`config.mk`:
```
export PLATFORM = sky130hd
export DESIGN_NAME = rom_bit_splitter
export DESIGN_NICKNAME = d
export VERILOG_FILES = /design/src/rtl/splitter_pkg.sv /design/src/rtl/splitter_prescaler.sv /design/src/rtl/rom_bit_splitter.sv
export SDC_FILE = /design/constraint.sdc
export NUM_CORES = 1
export LEC_CHECK = 0
export BUFFER_PORTS_ARGS = -buffer_cell sky130_fd_sc_hd__buf_2
export CORE_ASPECT_RATIO = 0.75
export CORE_UTILIZATION = 46
export CTS_CLUSTER_SIZE = 10
export DETAILED_ROUTE_END_ITERATION = 10
export PLACE_DENSITY = 0.72
export REMOVE_ABC_BUFFERS = 1
export SKIP_CTS_REPAIR_TIMING = 1
export SYNTH_ARGS = -nofsm -noshare
export SYNTH_HDL_FRONTEND = slang
export SYNTH_SLANG_ARGS = --single-unit
```
`constraint.sdc`:
```
create_clock -name sysclk -period 5.2 [get_ports sysclk]
set_input_delay 0.26 -clock sysclk [delete_from_list [all_inputs] [get_ports sysclk]]
set_output_delay 0.26 -clock sysclk [all_outputs]
set_load 0.01 [all_outputs]
```
`src/rtl/splitter_pkg.sv`:
```
// Shared types and constants for the ROM bit splitter: channel index, FSM state
// encoding and the round-robin channel search used for byte selection.
package splitter_pkg;

    typedef logic [1:0] chan_t;
    typedef logic       state_t;

    localparam state_t IDLE = 1'b0;
    localparam state_t SEND = 1'b1;

    localparam chan_t CH1 = 2'd0;

    localparam int BITS_PER_WORD      = 8;
    localparam int DEFAULT_BIT_CYCLES = 256;

    // Search for the next enabled channel starting at `from` (incl=1) or just
    // after it (incl=0); with incl=0 the last candidate is `from` itself, so a
    // lone enabled channel is reselected. Caller must check that any bit of en is set.
    function automatic chan_t next_chan(input logic [3:0] en, input chan_t from, input logic incl);
        chan_t step;
        chan_t cand;
        chan_t pick;
        step = {1'b0, ~incl};
        pick = from;
        for (int k = 3; k >= 0; k--) begin
            cand = from + chan_t'(k) + step;
            if (en[cand]) pick = cand;
        end
        return pick;
    endfunction

endpackage

```
`src/rtl/splitter_prescaler.sv`:
```
// Bit-period generator: counts 0..BIT_CYCLES-1 while running and pulses
// bit_tick on the last cycle of each serial bit; held at zero otherwise.
module splitter_prescaler #(
    parameter int BIT_CYCLES = 256
) (
    input  logic       clk,
    input  logic       rst,
    input  logic       run,
    output logic [7:0] count,
    output logic       bit_tick
);

    localparam logic [7:0] LAST = 8'(BIT_CYCLES - 1);

    assign bit_tick = run && (count == LAST);

    always_ff @(posedge clk or posedge rst) begin
        if (rst) begin
            count <= '0;
        end else if (!run || bit_tick) begin
            count <= '0;
        end else begin
            count <= count + 8'd1;
        end
    end

endmodule

```
`src/rtl/rom_bit_splitter.sv`:
```
// Round-robin parallel-to-serial splitter: streams the enabled ROM words MSB
// first onto `out`, each bit held for BIT_CYCLES clocks, while holder is high.
module rom_bit_splitter
    import splitter_pkg::*;
#(
    parameter int BIT_CYCLES = DEFAULT_BIT_CYCLES,
    parameter int DATA_W     = BITS_PER_WORD
) (
    input  logic              sysclk,
    input  logic              reset,
    input  logic              sw1,
    input  logic              sw2,
    input  logic              sw3,
    input  logic              sw4,
    input  logic              holder,
    input  logic [DATA_W-1:0] rom1,
    input  logic [DATA_W-1:0] rom2,
    input  logic [DATA_W-1:0] rom3,
    input  logic [DATA_W-1:0] rom4,
    output logic              out,
    output logic [3:0]        count8,
    output logic [7:0]        count
);

    state_t            state;
    chan_t             ptr;
    logic [DATA_W-1:0] shreg;
    logic [2:0]        idx;
    logic              bit_tick;

    logic [3:0]        en;
    logic              any_en;
    chan_t             first_ch;
    chan_t             nxt_ch;
    logic [DATA_W-1:0] first_word;
    logic [DATA_W-1:0] nxt_word;

    assign en     = {sw4, sw3, sw2, sw1};
    assign any_en = |en;
    assign count8 = {1'b0, idx};

    splitter_prescaler #(
        .BIT_CYCLES (BIT_CYCLES)
    ) u_prescaler (
        .clk      (sysclk),
        .rst      (reset),
        .run      ((state == SEND) && holder),
        .count    (count),
        .bit_tick (bit_tick)
    );

    always_comb begin
        first_ch   = next_chan(en, CH1, 1'b1);
        nxt_ch     = next_chan(en, ptr, 1'b0);
        first_word = '0;
        nxt_word   = '0;
        case (first_ch)
            2'd0:    first_word = rom1;
            2'd1:    first_word = rom2;
            2'd2:    first_word = rom3;
            default: first_word = rom4;
        endcase
        case (nxt_ch)
            2'd0:    nxt_word = rom1;
            2'd1:    nxt_word = rom2;
            2'd2:    nxt_word = rom3;
            default: nxt_word = rom4;
        endcase
    end

    always_ff @(posedge sysclk or posedge reset) begin
        if (reset) begin
            state <= IDLE;
            ptr   <= CH1;
            shreg <= '0;
            idx   <= '0;
            out   <= 1'b0;
        end else begin
            case (state)
                IDLE: begin
                    out <= 1'b0;
                    idx <= '0;
                    ptr <= CH1;
                    if (holder && any_en) begin
                        ptr   <= first_ch;
                        shreg <= first_word;
                        out   <= first_word[DATA_W-1];
                        state <= SEND;
                    end
                end
                default: begin
                    if (!holder) begin
                        // Abort the byte in flight; a later start begins again at ch1.
                        state <= IDLE;
                        out   <= 1'b0;
                        idx   <= '0;
                        ptr   <= CH1;
                    end else if (bit_tick) begin
                        if (idx == 3'd7) begin
                            idx <= '0;
                            if (any_en) begin
                                ptr   <= nxt_ch;
                                shreg <= nxt_word;
                                out   <= nxt_word[DATA_W-1];
                            end else begin
                                state <= IDLE;
                                out   <= 1'b0;
                                ptr   <= CH1;
                            end
                        end else begin
                            shreg <= shreg << 1;
                            out   <= shreg[DATA_W-2];
                            idx   <= idx + 3'd1;
                        end
                    end
                end
            endcase
        end
    end

endmodule

```
== Word level (Yosys, flattened, before mapping) ==
Index checks and enable logic that the tools add are counted.

* Bits in latches: 0
* Bits in writable memories: 0
* Bits of input ports: 39
* Word-level logic and storage cells: 87
* Bits in read-only memories: 0
* Memories: 0
* Bits in registers: 22

* Equality and inequality tests: 11
* Add/sub/neg operators: 8
* Multiply operators: 0
* Divide/modulo/power cells: 0
* Bitwise logic cells: 0
* Mux-type cells: 47
* Shifts and indexed selects: 0
* Magnitude comparators: 4
* Reductions and logical operators: 11

{| class="wikitable"
|+ Operators with widths
! cell !! count
|-
| 8-bit case mux with 3 select lines || 2
|-
| 7-bit two-way mux || 6
|-
| 2-bit two-way mux || 14
|-
| 1-bit two-way mux || 16
|-
| 2-bit by 3-bit less-than comparator with 1-bit output (second input constant) || 4
|-
| 3-bit two-way mux || 4
|-
| 2-bit by 1-bit adder with 2-bit output (second input constant) || 4
|-
| 8-bit by 1-bit adder with 8-bit output (second input constant) || 1
|-
| 1-bit binary-select mux with 2-bit select || 4
|-
| 8-bit == test (second input constant) || 1
|-
| 8-bit two-way mux || 1
|-
| 3-bit by 2-bit inequality test with 1-bit output (second input constant) || 2
|-
| 2-bit adder (second input constant) || 2
|-
| 2-bit by 1-bit == test with 1-bit output (second input constant) || 2
|-
| 2-bit == test (second input constant) || 2
|-
| 2-bit logical NOT || 2
|-
| 4-bit AND reduction || 1
|-
| 4-bit OR reduction || 1
|-
| 3-bit by 1-bit adder with 3-bit output (second input constant) || 1
|-
| 3-bit == test (second input constant) || 1
|-
| 1-bit logical AND || 3
|-
| 3-bit inequality test (second input constant) || 1
|-
| 2-bit by 1-bit inequality test with 1-bit output (second input constant) || 1
|-
| 2-bit inequality test (second input constant) || 1
|-
| other kinds (4) || 4
|}

== Logic depth before layout (Yosys ltp) ==
Gate-level depths: netlist of the first run.

* Depth in word-level cells: 15
* Mapped depth: 9
* Gate-level depth less buffers: 8

== Cells and area by module ==
From an unflattened synthesis of the first run, not the netlist that was laid out.

* Cells, all modules: 235
* Area, all modules: 1836.8 µm²

{| class="wikitable"
|+ Modules (own cells, without submodules)
! module !! sequential area each (µm²) !! area an instance (µm²) !! times used !! cells an instance
|-
| rom_bit_splitter || 350.3 || 1455.1 || 1 || 195
|-
| splitter_prescaler || 200.2 || 381.6 || 1 || 40
|}

== Least setup slack after synthesis of the first run ==
No wires, ideal clock.

* Path kind: flip-flop to flip-flop
* From: register idx[0]
* To: register shreg[6]
* Stages on the path, launching flop included: 8
* Setup time: 0.144 ns
* Buffers on the path: 1
* Setup slack: 3.227 ns
* Arrival: 1.829 ns
* Required time: 5.056 ns
* Cells stage by stage: dfrtp_1 -> ha_1 -> ha_1 -> clkbuf_1 -> inv_1 -> a21o_1 -> nor3b_1 -> a31oi_1

* Word-level cells in the longest chain between the ends: 5
* Elaborated cells between the ends (all ways): 7
* Classes of those cells: eq/ne (2); mux (4); reduce/logical (1)

{| class="wikitable"
|+ Ends and longest elaborated chain
! what !! RTL line !! source
|-
| start: declaration || rom_bit_splitter.sv:28 || <nowiki>logic [2:0] idx;</nowiki>
|-
| start signal: assignment || rom_bit_splitter.sv:113 || <nowiki>idx <= idx + 3'd1;</nowiki>
|-
| 3-bit == test (*) || rom_bit_splitter.sv:99 || <nowiki>if (idx == 3'd7) begin</nowiki>
|-
| 7-bit two-way mux || rom_bit_splitter.sv:99 ||
|-
| 7-bit two-way mux || rom_bit_splitter.sv:98 || <nowiki>end else if (bit_tick) begin</nowiki>
|-
| 7-bit two-way mux || rom_bit_splitter.sv:92 || <nowiki>if (!holder) begin</nowiki>
|-
| 7-bit two-way mux || rom_bit_splitter.sv:79 || <nowiki>case (state)</nowiki>
|-
| end signal: assignment || rom_bit_splitter.sv:86 || <nowiki>shreg <= first_word;</nowiki>
|-
| end signal: assignment || rom_bit_splitter.sv:103 || <nowiki>shreg <= nxt_word;</nowiki>
|-
| end signal: assignment || rom_bit_splitter.sv:111 || <nowiki>shreg <= shreg << 1;</nowiki>
|-
| end: declaration || rom_bit_splitter.sv:27 || <nowiki>logic [DATA_W-1:0] shreg;</nowiki>
|}

Mark *: on every way between the ends. The rest lies on a longest branch, timed or not. The select of a mux whose other input is x is not followed.
A chain may end at the register's enable or synchronous reset.

== Worst setup path in the final report of the first run ==
* From: register idx[0]
* To: register shreg[3]

Same word-level chain as after synthesis.

==> out/metrics.cfg, run 1 <==
[timing]
hold_violations=0
finalSetupViolCount=0
hold-worst-slack_ns=0.151
slew_headroom_pct=44.4
fin_crit_ns=2.20
slew_viol_final=0
fin_tns_setup_ns=0
rsz0062_at_grt=false
max_freq_mhz=454
max_slew.worst_pin.slew_ns=0.833
period_share_pct=42.4
finClkSkew_ns=0.00517

[floorplan]
start_util_pct=48.3
ioPinCount=52
die_h_um=55.7
rows=19
dieArea_mm2=0.00410
coreArea_mm2=0.00366
die_w_um=73.6

[clocking]
clockBufferDepth=2
clk_latency_ns=0.26
numCtsBuffers=3
cts_root_buf=clkbuf_8
cts_tree=done
htree_levels=1
cts.sinks=22
path_clk_slew_ns=0.08

[global_route]
antenna_found_initial=0
first_global_vias=1656
grt_util_all_layers_pct=23.8
grt_max_degree=23
grt_pass1_wl_um=7650
grt_overflow_total=0

[logic_synthesis]
ys.flop_type=dfrtp_1
avgSynthCellArea_um2=8.37
yosysTopAreaCell=dfrtp_1
synthArstFlopShare_pct=100
syn_inst=211
yosysUniqueCellTypes=53
synth-seq-area-share_pct=31.2
yosys_warnings=0
yosys-top-cells-area=dfrtp_1, nor2_1, a21oi_1, mux2_4, nand2_1
synth.cell_area_mm2=0.00177
ys_seq_elements=22
synth_top_area_share_pct=31.2
synth_edf_count=0

[detailed_routing]
wl_per_cell_um=14.9
drcViolationCount=0
detail-route-antenna-nets=0
dr.max_layer_used=met4
dr_total_vias=1750
firstDrtPassIters=4
m1WireLength_um=2300
drt_iter0_drc=152
dr_wl_met3_um=263
finalWirelength_um=4560
wl_met2_um=1970
via_per_inst=5.74

[critical_path]
end_kind=flip-flop
crit_path_start_kind=flip-flop
r2r_end=shreg[3]
cp_data_required_time_ns=5.31
crit_arrival_ns=2.31
rrSetupSlack_ns=3.00
r2r_start=idx[0]
r2r_cells=6
cp_max_fo=10
worstSetupPathType=reg -> reg

[pwr]
leakage_nw=0.992
finalPower_mw=0.455
ir_drop_mv=0.160
power.density_mw_per_mm2=220

[place]
dp_hpwl_um=3410
io_buffers=50
place_congestion=0.895

[outcome]
status=completed

[finish]
antenna_cells=0
area_growth_pct=17.2
drive_gt1_share_pct=28.5
nFillCells=363
fin_nets=296

[job]
cap_violations=0

[min_path]
hp-class=in -> async

cells by family (layout without fill, tap and decap cells):
group / Yosys count / after routing / synth area share [%]
compound gates: 74 / 74 / 30.6
xor+xnor: 5 / 5 / 2.48
fa+ha+maj: 3 / 3 / 2.12
buf+inv: 22 / 64 / 5.88
flops: 22 / 22 / 31.2
mux: 8 / 8 / 6.02
other cells: 1 / 1 / 0.212
simple gates: 76 / 76 / 21.5
cell usage after synthesis, types with 3 or more instances:
cell type   n
and3_1      4
nor2b_1     4
dfrtp_1    22
o21ai_1     9
a211oi_1    7
a21oi_1    16
a211o_1     5
buf_4       3
nand2_1    19
mux2_4      5
clkbuf_1    6
o22ai_1     7
nand3_1     4
nor2_1     24
a31oi_1     6
nor3_1      5
o221a_2     5
inv_1      10
xor2_1      3
ha_1        3
o22a_1      3
nor3b_1     3
layout make-up:
class	instances	area (um^2)	area share (%)
Multi-Input combinational cell	167	1110	53.7
Tap cell	52	65.1	3.14
Clock buffer	4	55.1	2.66
Inverter	10	37.5	1.81
Sequential cell	22	551	26.6
Timing Repair Buffer	50	250	12.1
power breakdown:
group / total, mW / switching (mW) / leakage, nW / internal, mW
sequential: 0.202 / 0.0147 / 0.280 / 0.187
clock: 0.120 / 0.0526 / 0.0288 / 0.0675
combinational: 0.134 / 0.0750 / 0.683 / 0.0589
total: 0.455 / 0.142 / 0.992 / 0.313
cells in the final DEF (no fill, tap or decap), types with 2 or more instances in the layout:
master     n
a21oi_2    2
nor3b_1    3
a211oi_1   7
nand2b_1   2
a31oi_1    6
o31ai_1    2
o21ai_1    9
and3_1     4
nor2b_1    4
a211o_1    5
clkbuf_8   4
xnor2_1    2
mux2_4     5
o221ai_1   2
nand2_1   19
nor2_1    24
ha_1       3
a21oi_1   16
o22ai_1    7
xor2_1     3
buf_2     50
dfrtp_1   22
mux2i_1    2
o22a_1     3
nand3_1    4
nor3_1     5
o221a_2    5
inv_1     10
registers in the layout (all words and copies together), names as in the netlist:
name	flops
out	1
state	1
idx	3
shreg	7
u_prescaler.count	8
ptr	2
how the worst max path moves through the flow:
stage	cells after the start	endpoint	slack (ns)	startpoint
finish	6	shreg[3]	3.00	idx[0]
global route	6	shreg[3]	2.82	idx[0]
CTS	6	shreg[3]	3.00	idx[0]
detailed placement	7	shreg[1]	2.83	sw3
global placement	7	shreg[1]	2.82	sw3
floorplan	6	shreg[6]	3.30	idx[0]
critical path: stages, from the launching register on:
cell	delay [ns]
dfrtp_1	0.41
ha_1	0.20
ha_1	0.31
inv_1	0.25
a21o_1	0.16
nor3b_1	0.56
a31oi_1	0.17
metrics by stage:
stage	worst slack, ns	utilization, %	instances	cell area (um^2)
6_report	3.00	56.6	305	2070
5_1_grt	2.82	56.6	305	2070
4_1_cts	3.00	56.6	305	2070
3_5_place_dp	2.83	55.1	301	2020
3_3_place_gp	2.82	55.1	301	2020
2_1_floorplan	3.30	-	199	1700
layer usage:
metal  track usage [%]  vias up
met2              36.0       51
li1                  -      866
met3              4.35        5
met1              36.0      828
met5                 0        -
met4              3.30        0
Power figures use the tool's default switching activity.
==> inputs of run 2 (changes only) <==
--- a/config.mk
+++ b/config.mk
@@ -5,12 +5,13 @@
 export SDC_FILE = /design/constraint.sdc
 export NUM_CORES = 1
 export LEC_CHECK = 0
+export ABC_AREA = 1
 export BUFFER_PORTS_ARGS = -buffer_cell sky130_fd_sc_hd__buf_2
 export CORE_ASPECT_RATIO = 0.75
 export CORE_UTILIZATION = 46
 export CTS_CLUSTER_SIZE = 10
 export DETAILED_ROUTE_END_ITERATION = 10
-export PLACE_DENSITY = 0.72
+export PLACE_DENSITY = 0.75
 export REMOVE_ABC_BUFFERS = 1
 export SKIP_CTS_REPAIR_TIMING = 1
 export SYNTH_ARGS = -nofsm -noshare
==> constraint.sdc (replaced) <==
create_clock -name sysclk -period 1.8 [get_ports sysclk]
set_input_delay 0.09 -clock sysclk [delete_from_list [all_inputs] [get_ports sysclk]]
set_output_delay 0.09 -clock sysclk [all_outputs]
set_load 0.01 [all_outputs]
==> out/metrics.cfg, run 2 <==
[logic_synthesis]
synth_common_cells=nand2_1, nor2_1, nand3_1
yosysTopAreaCell=dfrtp_1
synthArstFlopShare_pct=100  ; unchanged
syn_inst=290  ; +37%
synth_edf_count=0  ; unchanged
avgSynthCellArea_um2=6.37  ; -24%
yosysUniqueCellTypes=31  ; -42%
yosys-top-cells-area=dfrtp_1, nand2_1, nand3_1, nor2_1, inv_1
synth_top_area_share_pct=29.8  ; -1.4 points
ys.flop_type=dfrtp_1
yosys_warnings=0  ; unchanged
ys_seq_elements=22  ; unchanged
synth-seq-area-share_pct=29.8  ; -1.4 points
synth.cell_area_mm2=0.00185  ; +4.6%
yosysMostFrequentCell=nand2_1

[detailed_routing]
drcViolationCount=0  ; unchanged
wl_per_cell_um=12.8  ; -14%
firstDrtPassIters=5  ; +1
detail-route-antenna-nets=0  ; unchanged
finalWirelength_um=5340  ; +17%
drt_iter0_drc=193  ; +27%
dr_total_vias=2185  ; +25%
via_per_inst=5.25  ; -8.5%

[outcome]
status=finished, violations left
violations=setup timing

[min_path]
hold_depth=3
hp-class=in -> reg
min_from=holder
hold_end=state

[timing]
hold_violations=0  ; unchanged
rsz0062_at_grt=true
fin_crit_ns=1.89  ; -0.316 ns
period_share_pct=105  ; +62 points
finClkSkew_ns=0.00393  ; -0.00124 ns
max_freq_mhz=530  ; +17%
worst_slack_ns=-0.0877  ; -3.08 ns
finalSetupViolCount=8  ; +8
slew_viol_final=0  ; unchanged
fin_tns_setup_ns=-0.468  ; -0.468 ns

[finish]
reg.largest.list=u_prescaler.count (8), shreg (7), idx (3)
antenna_cells=0  ; unchanged
fin_nets=407  ; +38%
fin_util_pct=66.3  ; +9.7 points
area_growth_pct=34.7
drive_gt1_share_pct=34.3  ; +5.9 points
largest_reg_flops=8  ; unchanged
mostFrequentLayoutCells=nand2_1, buf_2, nor2_1
layout.cells.most_common=nand2_1
nFillCells=352  ; -3.0%
regMostFlops=u_prescaler.count

[clocking]
cts.sinks=22  ; unchanged
clockBufferDepth=2  ; unchanged
numCtsBuffers=3  ; unchanged
cts_tree=done
path_clk_slew_ns=0.09  ; about the same
htree_levels=1  ; unchanged
clk_latency_ns=0.27  ; about the same
cts_root_buf=clkbuf_8

[global_route]
grt_max_degree=23  ; unchanged
grt_util_all_layers_pct=25.0  ; +1.2 points
antenna_found_initial=0  ; unchanged
grt_pass1_wl_um=8240  ; +7.8%
grt_overflow_total=0  ; unchanged
first_global_vias=1898  ; +15%

[floorplan]
coreArea_mm2=0.00376  ; +2.6%
ioPinCount=52  ; unchanged
start_util_pct=49.2  ; +0.94 points
rows=19  ; unchanged
die_h_um=56.9  ; +2.2%
dieArea_mm2=0.00428  ; +4.5%
die_w_um=75.2  ; +2.2%

[critical_path]
cp.depth=16  ; +10
r2r_end=shreg[3]
crit_path_start_kind=flip-flop
crit_arrival_ns=2.05  ; -0.26 ns
path_cells=buf_6, nand2_2, nand2_2, nand2_1, nand2_1, nand2_2, nand2_2, nand2_2, nand2_4, buf_6, o21bai_1, nand3_1, nand2_1, nand2_1, nand2_1, nand2_1
rrSetupSlack_ns=-0.09  ; -3.08 ns
crit_top_cell=nand2_1
r2r_start=ptr[0]
worstSetupPathType=reg -> reg
crit_family=simple AND/OR/NAND/NOR gates
crit_buf_inv=2  ; +1
r2r_cells=16  ; +10
cpMaxStageDelayCell=dfrtp_2
cp_max_fo=7  ; -3
cp_slowest_stage_delay_ns=0.49  ; -0.07 ns
end_kind=flip-flop
cp_data_required_time_ns=1.97  ; -3.34 ns

[place]
io_buffers=50  ; unchanged
place_congestion=0.888  ; -0.82%
dp_hpwl_um=3770  ; +11%

[job]
cap_violations=0  ; unchanged

[pwr]
power.density_mw_per_mm2=993  ; +350%
ir_drop_mv=0.693  ; +330%
leakage_nw=1.32  ; +33%

==> run 2: cell types whose count changed after synthesis, sizes merged, moves of 6 or more <==
cell	before	now
o221a	6	0
mux2	6	0
a211oi	7	0
inv	10	32
nor2	25	34
nand3	5	27
a22oi	0	7
nand2	19	106
o22ai	7	0
==> run 2: worst max path at each step <==
stage | from | to | slack (ns)
final | ptr[0] | shreg[3] | -0.09
after detailed placement | ptr[0] | out | -0.10
after global routing | ptr[0] | shreg[3] | -0.23
after global placement | ptr[0] | shreg[1] | -0.07
after CTS | ptr[0] | out | -0.12
after floorplan | u_prescaler.count[0] | shreg[0] | 0.03
==> run 2: cells by family (layout without fill, tap and decap cells) <==
| logic type | Yosys count | after routing | share of synthesized area (%) |
|---|---|---|---|
| buf+inv | 39 | 112 | 9.88 |
| simple gates | 172 | 173 | 40.0 |
| xor+xnor | 1 | 1 | 0.474 |
| flops | 22 | 22 | 29.8 |
| other cells | 1 | 1 | 0.203 |
| compound gates | 52 | 52 | 17.6 |
| fa+ha+maj | 3 | 3 | 2.03 |
==> run 2: worst reg2reg max path, stage by stage, from the launching register on <==
cell	delay [ns]
dfrtp_2	0.49
buf_6	0.16
nand2_2	0.07
nand2_2	0.06
nand2_1	0.05
nand2_1	0.06
nand2_2	0.09
nand2_2	0.07
nand2_2	0.08
nand2_4	0.08
buf_6	0.14
o21bai_1	0.13
nand3_1	0.09
nand2_1	0.07
nand2_1	0.05
nand2_1	0.05
nand2_1	0.06
==> run 2: layout make-up <==
cell class,count,area (um^2),area share [%]
Multi-Input combinational cell,230,1200,48.4
Sequential cell,22,553,22.2
Timing Repair Buffer,76,468,18.8
Inverter,32,128,5.13
Tap cell,52,65.1,2.61
Clock buffer,3,41.3,1.66
Clock inverter,1,30.0,1.21
==> run 2: layer usage <==
| metal | up-vias | track usage (%) | wire length, um |
|---|---|---|---|
| li1 | 1097 | - | - |
| met3 | 4 | 3.59 | 332 |
| met2 | 79 | 40.5 | 2510 |
| met1 | 1005 | 35.5 | 2470 |
| met5 | - | 0 | 0 |
| met4 | 0 | 4.76 | 33 |
==> run 2: power by group <==
part	switching [mW]	total, mW	internal [mW]	leakage (nW)
Combinational	0.822	1.39	0.563	1.00
Clock	0.181	0.478	0.297	0.0357
Sequential	0.0558	0.610	0.554	0.286
Total	1.06	2.47	1.41	1.32
==> run 2: per-stage QoR <==
| stage | cell area [um^2] | setup slack [ns] | hold WS (ns) | power (mW) | cells |
|---|---|---|---|---|---|
| final | 2490 | -0.0877 | 0.104 | 2.47 | 416 |
| after global placement | 2270 | -0.0743 | 0.139 | 1.78 | 405 |
| after global routing | 2490 | -0.234 | 0.105 | 2.65 | 416 |
| after CTS | 2340 | -0.121 | -0.144 | 2.26 | 409 |
| after floorplan | 1790 | 0.0350 | 0.0792 | 1.41 | 283 |
| after detailed placement | 2270 | -0.104 | 0.148 | 1.79 | 405 |
==> inputs of run 3 (changes only) <==
--- a/config.mk
+++ b/config.mk
@@ -8,11 +8,9 @@
 export ABC_AREA = 1
 export BUFFER_PORTS_ARGS = -buffer_cell sky130_fd_sc_hd__buf_2
 export CORE_ASPECT_RATIO = 0.75
-export CORE_UTILIZATION = 46
+export CORE_UTILIZATION = 30
 export CTS_CLUSTER_SIZE = 10
 export DETAILED_ROUTE_END_ITERATION = 10
-export PLACE_DENSITY = 0.75
-export REMOVE_ABC_BUFFERS = 1
 export SKIP_CTS_REPAIR_TIMING = 1
 export SYNTH_ARGS = -nofsm -noshare
 export SYNTH_HDL_FRONTEND = slang
==> out/metrics.cfg, run 3 (synthesis gave the netlist of run 2 again) <==
[outcome]
status=finished, violations left
violations=setup timing

[finish]
layout.cells.most_common=nand2_1
antenna_cells=0  ; unchanged
layoutNonFillerInstCount=445  ; +7.0%
mostFrequentLayoutCells=nand2_1, buf_2, nor2_1
area_growth_pct=38.7
reg.largest.list=u_prescaler.count (8), shreg (7), idx (3)
fin_util_pct=43.5  ; -23 points
fin_nets=410  ; +0.74%
regMostFlops=u_prescaler.count
drive_gt1_share_pct=35.4  ; +1.1 points
largest_reg_flops=8  ; unchanged

[clocking]
clockBufferDepth=2  ; unchanged
cts_root_buf=clkbuf_8
numCtsBuffers=3  ; unchanged
cts_tree=done
cts.sinks=22  ; unchanged
htree_levels=1  ; unchanged
path_clk_slew_ns=0.08  ; about the same
clk_latency_ns=0.26  ; about the same

[job]
cap_violations=0  ; unchanged

[floorplan]
coreArea_mm2=0.00589  ; +57%
dieArea_mm2=0.00648  ; +52%
ioPinCount=52  ; unchanged
start_util_pct=31.4  ; -18 points
die_w_um=92.6  ; +23%
die_h_um=70.0  ; +23%
rows=24  ; +5

[pwr]
power.density_mw_per_mm2=952  ; -4.1%
power.share.clock_pct=14.4  ; -4.9 points
p_sw_mw=1.09  ; +3.1%
seqPwrFrac_pct=25.0  ; +0.4 points
combPwrFrac_pct=60.6  ; +4.6 points
p_int_mw=1.35  ; -4.6%
ir_drop_mv=0.415  ; -40%
swShare_pct=44.7  ; +1.9 points
leakage_nw=1.33  ; +0.68%

[global_route]
grt_overflow_total=0  ; unchanged
grt_max_degree=23  ; unchanged
antenna_found_initial=0  ; unchanged
grt_pass1_wl_um=8720  ; +5.9%
first_global_vias=1909  ; +0.58%
grt_util_all_layers_pct=16.5  ; -8.5 points

[timing]
max_slew.worst_pin.slew_ns=0.670
finalSetupViolCount=8  ; unchanged
max_freq_mhz=537  ; +1.3%
slew_headroom_pct=55.3
finClkSkew_ns=0.00391  ; -0.0000188 ns
worst_slack_ns=-0.0628  ; +0.0249 ns
fin_crit_ns=1.86  ; -0.0249 ns
hold_violations=0  ; unchanged
rsz0062_at_grt=true
period_share_pct=103  ; -1.4 points
slew_viol_final=0  ; unchanged

[critical_path]
cp_max_fo=8  ; +1
r2r_start=ptr[0]
r2r_cells=15  ; -1
worstSetupPathType=reg -> reg
crit_arrival_ns=2.02  ; -0.03 ns
crit_path_start_kind=flip-flop
cp_data_required_time_ns=1.96  ; about the same
cp-endpoint=shreg[4]
rrSetupSlack_ns=-0.06  ; +0.02 ns
r2r_end=shreg[4]
end_kind=flip-flop
startpoint=ptr[0]

[detailed_routing]
drcViolationCount=0  ; unchanged
drt_iter0_drc=88  ; -54%
finalWirelength_um=5730  ; +7.2%
detail-route-antenna-nets=0  ; unchanged
via_per_inst=4.89  ; -6.8%
dr_total_vias=2178  ; -0.32%
firstDrtPassIters=5  ; unchanged
wl_per_cell_um=12.9  ; +0.18%

[min_path]
hp-class=in -> reg

[place]
io_buffers=50  ; unchanged
place_inst=434  ; +7.2%
place_congestion=0.878  ; -1.1%
dp_hpwl_um=4230  ; +12%

[logic_synthesis]
syn-num-nets=332

-- run 3: cell count changes in the layout (fill, tap and decap cells not counted), moves of 2 or more --
| cell | delta |
|---|---|
| o21ai_2 | +4 |
| buf_6 | +3 |
| nor2_2 | -3 |
| nor2_4 | +3 |
| o21ai_0 | -3 |
| a21oi_2 | -2 |
| a21oi_4 | +2 |
| nand2_2 | -2 |
-- run 3: worst min path at each step --
stage / depth (start not counted) / slack [ns] / to / start
6_report: 3 / 0.10 / state / holder
5_1_grt: 3 / 0.13 / state / holder
4_1_cts: 3 / -0.13 / out / reset
3_5_place_dp: 3 / 0.15 / shreg[4] / reset
3_3_place_gp: 3 / 0.15 / shreg[4] / reset
2_1_floorplan: 1 / 0.08 / idx[0] / reset
-- run 3: critical path, cell delays in order (launching register included) --
cell,delay [ns]
dfrtp_2,0.48
buf_6,0.16
nand2_2,0.06
nand2_2,0.06
nand2_1,0.05
nand2_1,0.06
nand2_2,0.08
nand2_2,0.07
nand2_1,0.10
nand2_4,0.12
nor2_4,0.21
a21oi_1,0.09
nand2_1,0.07
nand2_1,0.04
nand2_1,0.06
nand2_1,0.05
-- run 3: metal layers --
metal | track usage, % | share of wire, % | up-vias | routed length (um)
met2 | 26.4 | 45 | 75 | 2590
met5 | 0 | 0 | - | 0
met4 | 2.74 | 0.63 | 0 | 36
met1 | 23.5 | 48 | 987 | 2740
met3 | 3.16 | 6.3 | 4 | 358
li1 | - | - | 1112 | -
-- run 3: power by group through the flow --
stage | Combinational [mW] | Clock [mW] | Sequential (mW)
global route | 1.62 | 0.384 | 0.617
floorplan | 0.895 | 0 | 0.594
finish | 1.48 | 0.352 | 0.610
detailed placement | 1.23 | 0 | 0.618
global placement | 1.21 | 0 | 0.617
CTS | 1.23 | 0.371 | 0.609
-- run 3: final cells by class --
type                       instances  area, um^2
sequential                        22         553
clock buffer                       4        55.1
inverter                          32         130
multi-input combinational        230        1240
fill                             655        3320
timing repair buffer              79         489
tap                               78        97.6
-- run 3: through the flow --
stage | total power [mW] | area [um^2] | TNS, ns | hold WS (ns) | setup WS [ns]
floorplan | 1.49 | 1850 | 0 | 0.0792 | 0.00623
global placement | 1.83 | 2310 | -0.289 | 0.155 | -0.0540
detailed placement | 1.85 | 2310 | -0.718 | 0.154 | -0.100
CTS | 2.21 | 2370 | -0.935 | -0.133 | -0.133
global route | 2.62 | 2560 | -1.65 | 0.134 | -0.205
finish | 2.44 | 2560 | -0.302 | 0.104 | -0.0628
